File: src/rtl/tpu_pkg.sv
// Shared definitions for the MAC skew feeder: default geometry, FSM state
// type and the width used by the row counter and the stream counter.
package tpu_pkg;

  localparam int BITS_AB_DEF = 8;
  localparam int DIM_DEF     = 8;
  localparam int CNT_W_DEF   = $clog2(2 * DIM_DEF);

  typedef enum logic [1:0] {
    ST_IDLE,
    ST_LOAD,
    ST_STREAM,
    ST_DONE
  } state_t;

  // Counter width for a given tile dimension; it must hold both DIM (row
  // count) and 2*DIM-2 (last stream cycle).
  function automatic int cnt_w(input int dim);
    return $clog2(2 * dim);
  endfunction

endpackage

File: src/rtl/mac_skew_feeder_if.sv
// Tile-load / stream bus of the MAC skew feeder.
// Optional err output is present only with MAC_SKEW_FEEDER_ERR_EN defined.
interface mac_skew_feeder_if
  import tpu_pkg::*;
#(
  parameter int BITS_AB = BITS_AB_DEF,
  parameter int DIM     = DIM_DEF
);

  logic                              WrEn;
  logic signed [DIM-1:0][BITS_AB-1:0] Arow;
  logic                              start;
  logic                              en;
  logic signed [DIM-1:0][BITS_AB-1:0] Aout;
  logic                              full;
  logic                              busy;
  logic                              done;
`ifdef MAC_SKEW_FEEDER_ERR_EN
  logic                              err;
`endif

  // Feeder side
  modport slave (
    input  WrEn, Arow, start,
`ifdef MAC_SKEW_FEEDER_ERR_EN
    output err,
`endif
    output en, Aout, full, busy, done
  );

  // Controller side
  modport master (
    output WrEn, Arow, start,
`ifdef MAC_SKEW_FEEDER_ERR_EN
    input  err,
`endif
    input  en, Aout, full, busy, done
  );

endinterface

File: src/rtl/skew_lane.sv
// One lane of the skew feeder: stores a tile row and, while streaming,
// presents element t-LANE (zero outside the row) so lane LANE is delayed by
// LANE cycles relative to lane 0.
module skew_lane
  import tpu_pkg::*;
#(
  parameter int BITS_AB = BITS_AB_DEF,
  parameter int DIM     = DIM_DEF,
  parameter int LANE    = 0,
  parameter int CW      = CNT_W_DEF
) (
  input  logic                               clk,
  input  logic                               we_i,
  input  logic signed [DIM-1:0][BITS_AB-1:0] wdata_i,
  input  logic                               stream_i,
  input  logic [CW-1:0]                      t_i,
  output logic signed [BITS_AB-1:0]          lane_o
);

  localparam int IW = (DIM > 1) ? $clog2(DIM) : 1;

  logic signed [DIM-1:0][BITS_AB-1:0] row_q;
  logic [CW:0]                        col;

  // Row storage; contents are only observable after a fresh write.
  always_ff @(posedge clk) begin
    if (we_i) row_q <= wdata_i;
  end

  // Column select t-LANE with zero fill before and after the row.
  always_comb begin
    lane_o = '0;
    col    = {1'b0, t_i} - (CW + 1)'(LANE);
    if (stream_i && ({1'b0, t_i} >= (CW + 1)'(LANE)) && (col < (CW + 1)'(DIM)))
      lane_o = row_q[col[IW-1:0]];
  end

endmodule

File: src/rtl/mac_skew_feeder.sv
// MAC skew feeder: collects DIM rows of A, then streams them diagonally
// (lane i delayed by i cycles) over 2*DIM-1 cycles with en high.
// Optional sticky err output enabled by MAC_SKEW_FEEDER_ERR_EN.
module mac_skew_feeder
  import tpu_pkg::*;
#(
  parameter int BITS_AB = BITS_AB_DEF,
  parameter int DIM     = DIM_DEF
) (
  input logic              clk,
  input logic              rst,
  mac_skew_feeder_if.slave bus
);

  localparam int            CW     = cnt_w(DIM);
  localparam logic [CW-1:0] DIM_C  = CW'(DIM);
  localparam logic [CW-1:0] LAST_T = CW'(2 * DIM - 2);

  state_t        state_q, state_d;
  logic [CW-1:0] cnt_q, cnt_d;
  logic [CW-1:0] t_q, t_d;
  logic          full_q, full_d;
  logic          wr_ok, start_ok, stream;

  logic signed [DIM-1:0][BITS_AB-1:0] aout;

  // A write lands only while collecting and not yet full; start only once
  // the tile was already full before this cycle's write.
  assign wr_ok    = bus.WrEn && ((state_q == ST_IDLE) || (state_q == ST_LOAD)) && (cnt_q < DIM_C);
  assign start_ok = bus.start && (state_q == ST_LOAD) && full_q;
  assign stream   = (state_q == ST_STREAM);

  // Control state register.
  always_ff @(posedge clk) begin
    if (rst) begin
      state_q <= ST_IDLE;
      cnt_q   <= '0;
      t_q     <= '0;
      full_q  <= 1'b0;
    end else begin
      state_q <= state_d;
      cnt_q   <= cnt_d;
      t_q     <= t_d;
      full_q  <= full_d;
    end
  end

  // Next-state: load rows, stream 2*DIM-1 cycles, one DONE cycle, back to IDLE.
  always_comb begin
    state_d = state_q;
    cnt_d   = cnt_q;
    t_d     = t_q;
    case (state_q)
      ST_IDLE, ST_LOAD: begin
        if (start_ok) begin
          state_d = ST_STREAM;
          t_d     = '0;
        end else if (wr_ok) begin
          state_d = ST_LOAD;
          cnt_d   = cnt_q + 1'b1;
        end
      end
      ST_STREAM: begin
        t_d = t_q + 1'b1;
        if (t_q == LAST_T) state_d = ST_DONE;
      end
      ST_DONE: begin
        state_d = ST_IDLE;
        cnt_d   = '0;
        t_d     = '0;
      end
      default: state_d = ST_IDLE;
    endcase
    full_d = (cnt_d == DIM_C);
  end

  for (genvar i = 0; i < DIM; i++) begin : g_lane
    skew_lane #(
      .BITS_AB(BITS_AB),
      .DIM    (DIM),
      .LANE   (i),
      .CW     (CW)
    ) u_lane (
      .clk     (clk),
      .we_i    (wr_ok && (cnt_q == CW'(i))),
      .wdata_i (bus.Arow),
      .stream_i(stream),
      .t_i     (t_q),
      .lane_o  (aout[i])
    );
  end

  assign bus.Aout = aout;
  assign bus.en   = stream;
  assign bus.busy = stream;
  assign bus.done = (state_q == ST_DONE);
  assign bus.full = full_q;

`ifdef MAC_SKEW_FEEDER_ERR_EN
  logic err_q;
  logic ign_wr, ign_start;

  assign ign_wr    = bus.WrEn && !wr_ok;
  assign ign_start = bus.start && ((state_q == ST_IDLE) || (state_q == ST_LOAD)) && !start_ok;

  // Sticky protocol-error flag, cleared only by reset.
  always_ff @(posedge clk) begin
    if (rst) err_q <= 1'b0;
    else     err_q <= err_q | ign_wr | ign_start;
  end

  assign bus.err = err_q;
`endif

endmodule

File: src/flat_wrapper.sv
// flat-port wrapper written by rule: the top's interface ports become plain ports
module mac_skew_feeder_flat import tpu_pkg::*;
#(
  parameter int BITS_AB = BITS_AB_DEF,
  parameter int DIM     = DIM_DEF
)
  (clk, rst, bus_WrEn, bus_Arow, bus_start, bus_en, bus_Aout, bus_full, bus_busy, bus_done);
  mac_skew_feeder_if #(.BITS_AB(BITS_AB), .DIM(DIM)) bus_i ();
  input logic clk;
  input logic rst;
  input wire logic [$bits(bus_i.WrEn)-1:0] bus_WrEn;
  input wire logic [$bits(bus_i.Arow)-1:0] bus_Arow;
  input wire logic [$bits(bus_i.start)-1:0] bus_start;
  output wire logic [$bits(bus_i.en)-1:0] bus_en;
  output wire logic [$bits(bus_i.Aout)-1:0] bus_Aout;
  output wire logic [$bits(bus_i.full)-1:0] bus_full;
  output wire logic [$bits(bus_i.busy)-1:0] bus_busy;
  output wire logic [$bits(bus_i.done)-1:0] bus_done;
  assign bus_i.WrEn = bus_WrEn;
  assign bus_i.Arow = bus_Arow;
  assign bus_i.start = bus_start;
  assign bus_en = bus_i.en;
  assign bus_Aout = bus_i.Aout;
  assign bus_full = bus_i.full;
  assign bus_busy = bus_i.busy;
  assign bus_done = bus_i.done;
  mac_skew_feeder #(.BITS_AB(BITS_AB), .DIM(DIM)) u_core (.clk(clk), .rst(rst), .bus(bus_i));
endmodule
File: config.mk
export PLATFORM = sky130hd
export DESIGN_NAME = mac_skew_feeder_flat
export DESIGN_NICKNAME = d
export VERILOG_FILES = /design/src/rtl/tpu_pkg.sv /design/src/rtl/mac_skew_feeder_if.sv /design/src/rtl/skew_lane.sv /design/src/rtl/mac_skew_feeder.sv /design/src/flat_wrapper.sv
export SDC_FILE = /design/constraint.sdc
export NUM_CORES = 1
export LEC_CHECK = 0
export ABC_CLOCK_PERIOD_IN_PS = 4000
export CORE_MARGIN = 5
export CORE_UTILIZATION = 59
export DETAILED_ROUTE_END_ITERATION = 6
export MAX_ROUTING_LAYER = met4
export PLACE_DENSITY_LB_ADDON = 0.3
export SLEW_MARGIN = 0
export SYNTH_ARGS = -nofsm -noshare
export SYNTH_HDL_FRONTEND = slang
export SYNTH_SLANG_ARGS = --single-unit
File: constraint.sdc
create_clock -name clk -period 4 [get_ports clk]
set_input_delay 0.8 -clock clk [delete_from_list [all_inputs] [get_ports clk]]
set_output_delay 0.8 -clock clk [all_outputs]
set_load 0.03 [all_outputs]
## Word level (Yosys, flattened, before mapping)

Cells that the tools add are included.

- Order comparisons: 24
- Reductions and logical operators: 32
- Mux-type cells: 33
- Equal/unequal tests: 15
- Add/sub/neg operators: 9

Operators with widths:

| kind | number |
|---|---|
| 8-bit binary-select mux with 3-bit select | 8 |
| 8-bit 2-to-1 mux | 16 |
| 5-bit by 4-bit less-than comparator with 1-bit output, second input constant | 7 |
| 3-bit by 4-bit less-than comparator with 1-bit output, second input constant | 8 |
| 1-bit logical AND | 27 |
| 4-bit by 3-bit subtractor with 5-bit output, second input constant | 4 |
| 4-bit by 3-bit == test with 1-bit output, second input constant | 4 |
| 4-bit by 3-bit greater-or-equal comparator with 1-bit output, second input constant | 4 |
| 4-bit 2-to-1 mux | 3 |
| 4-bit case mux with 3 select lines | 1 |
| 4-bit by 2-bit subtractor with 5-bit output, second input constant | 2 |
| 4-bit by 1-bit adder with 4-bit output, second input constant | 2 |
| 4-bit by 2-bit == test with 1-bit output, second input constant | 2 |
| 4-bit == test, second input constant | 2 |
| 4-bit by 2-bit greater-or-equal comparator with 1-bit output, second input constant | 2 |
| 4-bit less-than comparator, second input constant | 2 |
| 4-bit case mux with 2 select lines | 1 |
| 2-bit 2-to-1 mux | 3 |
| 2-bit case mux with 3 select lines | 1 |
| 4-bit by 1-bit subtractor with 5-bit output, second input constant | 1 |
| 2-bit == test, second input constant | 2 |
| 4-bit by 1-bit == test with 1-bit output, second input constant | 1 |
| 4-bit by 1-bit greater-or-equal comparator with 1-bit output, second input constant | 1 |
| 4-bit logical NOT | 1 |
| 7 further kinds | 8 |

- Logic and storage cells: 181
- Flip-flop bits (word level): 523
- Bits of input ports: 68
- Output and inout bits: 68

## Longest topological paths before layout

- Word-level depth: 8
- Gate-level depth with buffers: 10
- Mapped depth without buffers: 7

## Cells and area by module

Synthesis repeated with hierarchy kept, for this count alone.

- Cells, all modules: 1149
- Area, all modules: 21235.4 sq um

Modules (own cells, without submodules):

| module | instances | seq. area each (sq um) | area each (sq um) | cells each |
|---|---|---|---|---|
| skew_lane at u_core.g_lane[2].u_lane | 1 | 1921.8 | 2617.5 | 124 |
| skew_lane at u_core.g_lane[6].u_lane | 1 | 1921.8 | 2591.2 | 124 |
| skew_lane at u_core.g_lane[3].u_lane | 1 | 1921.8 | 2583.7 | 139 |
| skew_lane at u_core.g_lane[1].u_lane | 1 | 1921.8 | 2576.2 | 138 |
| skew_lane at u_core.g_lane[0].u_lane | 1 | 1921.8 | 2563.7 | 133 |
| skew_lane at u_core.g_lane[7].u_lane | 1 | 1921.8 | 2557.5 | 138 |
| skew_lane at u_core.g_lane[5].u_lane | 1 | 1921.8 | 2546.2 | 137 |
| skew_lane at u_core.g_lane[4].u_lane | 1 | 1921.8 | 2543.7 | 138 |
| mac_skew_feeder | 1 | 220.2 | 655.6 | 78 |

## Worst setup path after synthesis

OpenSTA, ideal clock, no wires.

- Path type: flip-flop to output port
- Start: register u_core.t_q[2]
- End: output bus_Aout[16]
- Arrival time: 2563 ps
- Buffers on the path: 5
- Path slack: 637 ps
- Data required time: 3200 ps
- Cell stages (with the launch flop): 10
- Path through: dfxtp_1 -> buf_2 -> buf_2 -> clkinv_1 -> buf_2 -> ha_1 -> buf_1 -> buf_2 -> mux2i_1 -> nor2_1

- Cells in the longest elaborated chain, start to end: 4
- Elaborated cells between the ends (all ways): 8
- Those cells by class: add/sub: 1; order compare: 2; mux: 3; reduce/logical: 2

Ends and longest elaborated chain:

| item | RTL line | RTL |
|---|---|---|
| start: declaration | mac_skew_feeder.sv:21 | `logic [CW-1:0] t_q, t_d;` |
| start signal: assignment | mac_skew_feeder.sv:43 | `t_q <= t_d;` |
| 4-bit by 2-bit subtractor with 5-bit output or 4-bit by 2-bit greater-or-equal comparator with 1-bit output (tied branches) | skew_lane.sv:33, skew_lane.sv:34 |  |
| 5-bit by 4-bit less-than comparator with 1-bit output, or another cell as far along | skew_lane.sv:34 | `if (stream_i && ({1'b0, t_i} >= (CW + 1)'(LANE)) && (col < (CW + 1)'(DIM)))` |
| 1-bit logical AND or 8-bit 2-to-1 mux (tied branches) | skew_lane.sv:34, skew_lane.sv:35 |  |
| 8-bit 2-to-1 mux (*) | skew_lane.sv:34 |  |
| end: declaration | flat_wrapper.sv:15 | `output wire logic [$bits(bus_i.Aout)-1:0] bus_Aout;` |

Mark *: on every way between the ends. The rest lies on a longest branch, timed or not. The select of a mux whose other input is x is not followed.

## Final worst setup path

- Start: register u_core.state_q[1]
- End: output bus_Aout[1]

- Cells in the longest elaborated chain, start to end: 3

Ends and longest elaborated chain:

| item | RTL line | RTL |
|---|---|---|
| start: declaration | mac_skew_feeder.sv:19 | `state_t state_q, state_d;` |
| start signal: assignment | mac_skew_feeder.sv:41 | `state_q <= state_d;` |
| 2-bit == test | mac_skew_feeder.sv:31 | `assign stream = (state_q == ST_STREAM);` |
| 1-bit logical AND | skew_lane.sv:34 |  |
| 8-bit 2-to-1 mux | skew_lane.sv:34 |  |

Every way passes these cells.

==> results.toml <==
[flow_run]
max_cap_viol_count = 0

[synth]
yosysMostFrequentCell = "edfxtp_1"
ys_types = 48
netlist_area_um2 = 20700
synth-seq-cells = 523
synth_edf_count = 512
synthCells = 990
synth_ff_type = "edfxtp_1"
synth-async-reset-ratio = 0
netlist_top_cells_area = "edfxtp_1 74%, mux4_2 8.6%, mux4_1 6.2%"
post-synth-top-area-fraction = 0.743
ys_top_cells_by_count = "512 x edfxtp_1, 108 x nand2_1, 79 x mux4_2, 60 x a21oi_1, 49 x mux4_1"
syn_area_per_cell_um2 = 20.9
synth_largest_area_cell = "edfxtp_1"
yosysSeqAreaShare = 0.754
yosys_warnings = 0
synth_fp_nets = 1077

[sta]
fmax_mhz = 256
setup_ws_ps = 92.2
period_needed_ps = 3910
slew_headroom = 0.507
worst_pin_slew_ps = 736
min_period_over_period = 0.977
drv_slew = 0
hold_viol = 0
setup_tns_ps = 0
clock_skew_ps = 15.8
setup_viol = 0
rsz0062_at_grt = "no"
holdWs_ps = 557

[critical_path]
reg2reg_depth = 3
worst_ep_required_time_ps = 3200
slowest_delay_ps = 760
critPathKind = "reg2out"
cp_num_cells = 5
critical_path_arrival_ps = 3110
cp_slowest_cell = "clkdlybuf4s50_1"
crit_buf_inv = 2
worstSetupStartpointType = "register"
crit_path_max_fanout = 8
critPathCaptureType = "primary output"
cpLargestDelayFamily = "buffers and inverters"
worstPathCellList = "nand2b_1 > inv_1 > nand2_1 > a21oi_1 > clkdlybuf4s50_1"

[clocking]
ctsHtreeMaxLevel = 2
cts_buffer_depth = 3
cts_hold_buf = 0
cts_inserted_buffers = 50
cts_tree = "done"
clock-root-buffer = "clkbuf_16"
clock_latency_ps = 570
cts_sinks = 523
clkTransAtPathRegs_ps = 60
postCtsSetupRepairBufs = 0

[placed_design]
gp_congestion = 0.797
port_buffers = 135
hpwl_um = 28300
dp_slack_ps = 277
dp.cells = 1566

[floorplan]
start_util = 0.599
rows = 68
core_um2 = 34500
dieArea_um2 = 38900
die-height_um = 197
die_x_um = 197
ioPinCount = 136

[route]
vias = 10500
ant_nets = 0
first_iter_violations = 1259
dr.pass1.iters = 5
wl_per_cell_um = 28.6
drcViolationCount = 0
vias_per_cell = 6.36
drt_wl_total_um = 47400

[global_route]
track_usage = 0.254
grt_max_degree = 65
antenna_found_initial = 0
grt_pass1_vias = 10700
grt_pass1_wl_um = 70000
grt_overflow = 0

[power]
max-vdd-ir-drop_v = 0.000389
p_leak_uw = 0.00788
p_per_area_nw_per_um2 = 446
finalPower_uw = 10900

[min_path]
holdPathStages = 2
hold_path_class = "reg2reg"

[run_status]
status = "finished clean"

[final_layout]
final_net_count = 1250
finalNonFillerCells = 1657
area_growth_syn_to_layout_pct = 18.5
seq_area_um2 = 15600
fillCellCount = 2102
multiInputGateArea_um2 = 4770
layout-drive-gt1-share = 0.216
## cells by family after synthesis
| family | after synthesis | synth area share |
|---|---|---|
| xor+xnor | 5 | 0.00212 |
| compound gates | 76 | 0.0214 |
| mux | 146 | 0.157 |
| fa+ha+maj | 19 | 0.0115 |
| simple gates | 162 | 0.0338 |
| buf+inv | 59 | 0.0201 |
| flops | 523 | 0.754 |
## cells in the final DEF (no fill, tap or decap), drive strengths merged, types with 4 or more instances in the layout
cell | netlist | routed
clkdlybuf4s50 | 0 | 80
inv | 11 | 14
mux4 | 128 | 128
bufinv | 0 | 4
nor2 | 23 | 23
nand2 | 108 | 108
clkbuf | 9 | 58
nand3 | 8 | 8
clkinv | 1 | 25
and2 | 5 | 5
buf | 38 | 88
dfxtp | 11 | 11
and3 | 4 | 4
ha | 19 | 19
o21ai | 4 | 4
mux2i | 17 | 17
a21oi | 60 | 60
edfxtp | 512 | 512
## worst register-to-register path: stages, from the launching register on
cell	delay, ps
dfxtp_1	400
nor3b_4	400
and3_2	720
buf_12	350
## through the flow
step	util	cell area, um2
final	0.710	24500
after global routing	0.710	24500
after CTS	0.709	24500
after detailed placement	0.663	22900
after global placement	0.663	22900
after floorplan	-	20700
## worst paths after layout
check	from	end	slack (ps)
max	u_core.state_q[1]	bus_Aout[1]	90
min	u_core.bus.full	u_core.state_q[1]	560
max reg2reg	u_core.state_q[1]	u_core.g_lane[6].u_lane.row_q[46]	1780
min reg2reg	u_core.bus.full	u_core.state_q[1]	560
## registers in the layout, indices dropped and copies added (netlist names)
signal                      cells
u_core.bus.full                 1
u_core.cnt_q                    4
u_core.g_lane.u_lane.row_q    512
u_core.state_q                  2
u_core.t_q                      4
## power breakdown
| part | internal [uW] | leakage (uW) | total [uW] | switching, uW |
|---|---|---|---|---|
| clock | 2550 | 0.000766 | 4500 | 1950 |
| sequential | 6130 | 0.00474 | 6160 | 26.8 |
| combinational | 102 | 0.00237 | 278 | 177 |
## layer usage
layer / track usage / wire [um] / share of wire / up-vias
met5: - / 0 / 0 / -
met4: 0.0624 / 1070 / 0.023 / 0
met3: 0.0583 / 4380 / 0.092 / 81
met2: 0.382 / 22700 / 0.48 / 543
met1: 0.363 / 19200 / 0.40 / 5498
li1: - / - / - / 4412
## final cells by class
cell class,instances,share of cell area
sequential,523,0.636
antenna,1,0.000102
timing repair buffer,168,0.0803
multi-input combinational,408,0.194
tap,455,0.0232
clock inverter,32,0.0112
clock buffer,58,0.0523
inverter,12,0.00199
## timing repair
action | in CTS | in global routing
resized for setup | 3 | 6
setup endpoints to repair | 12 | 25
cloned | 0 | 0
Power figures use the tool's default switching activity.
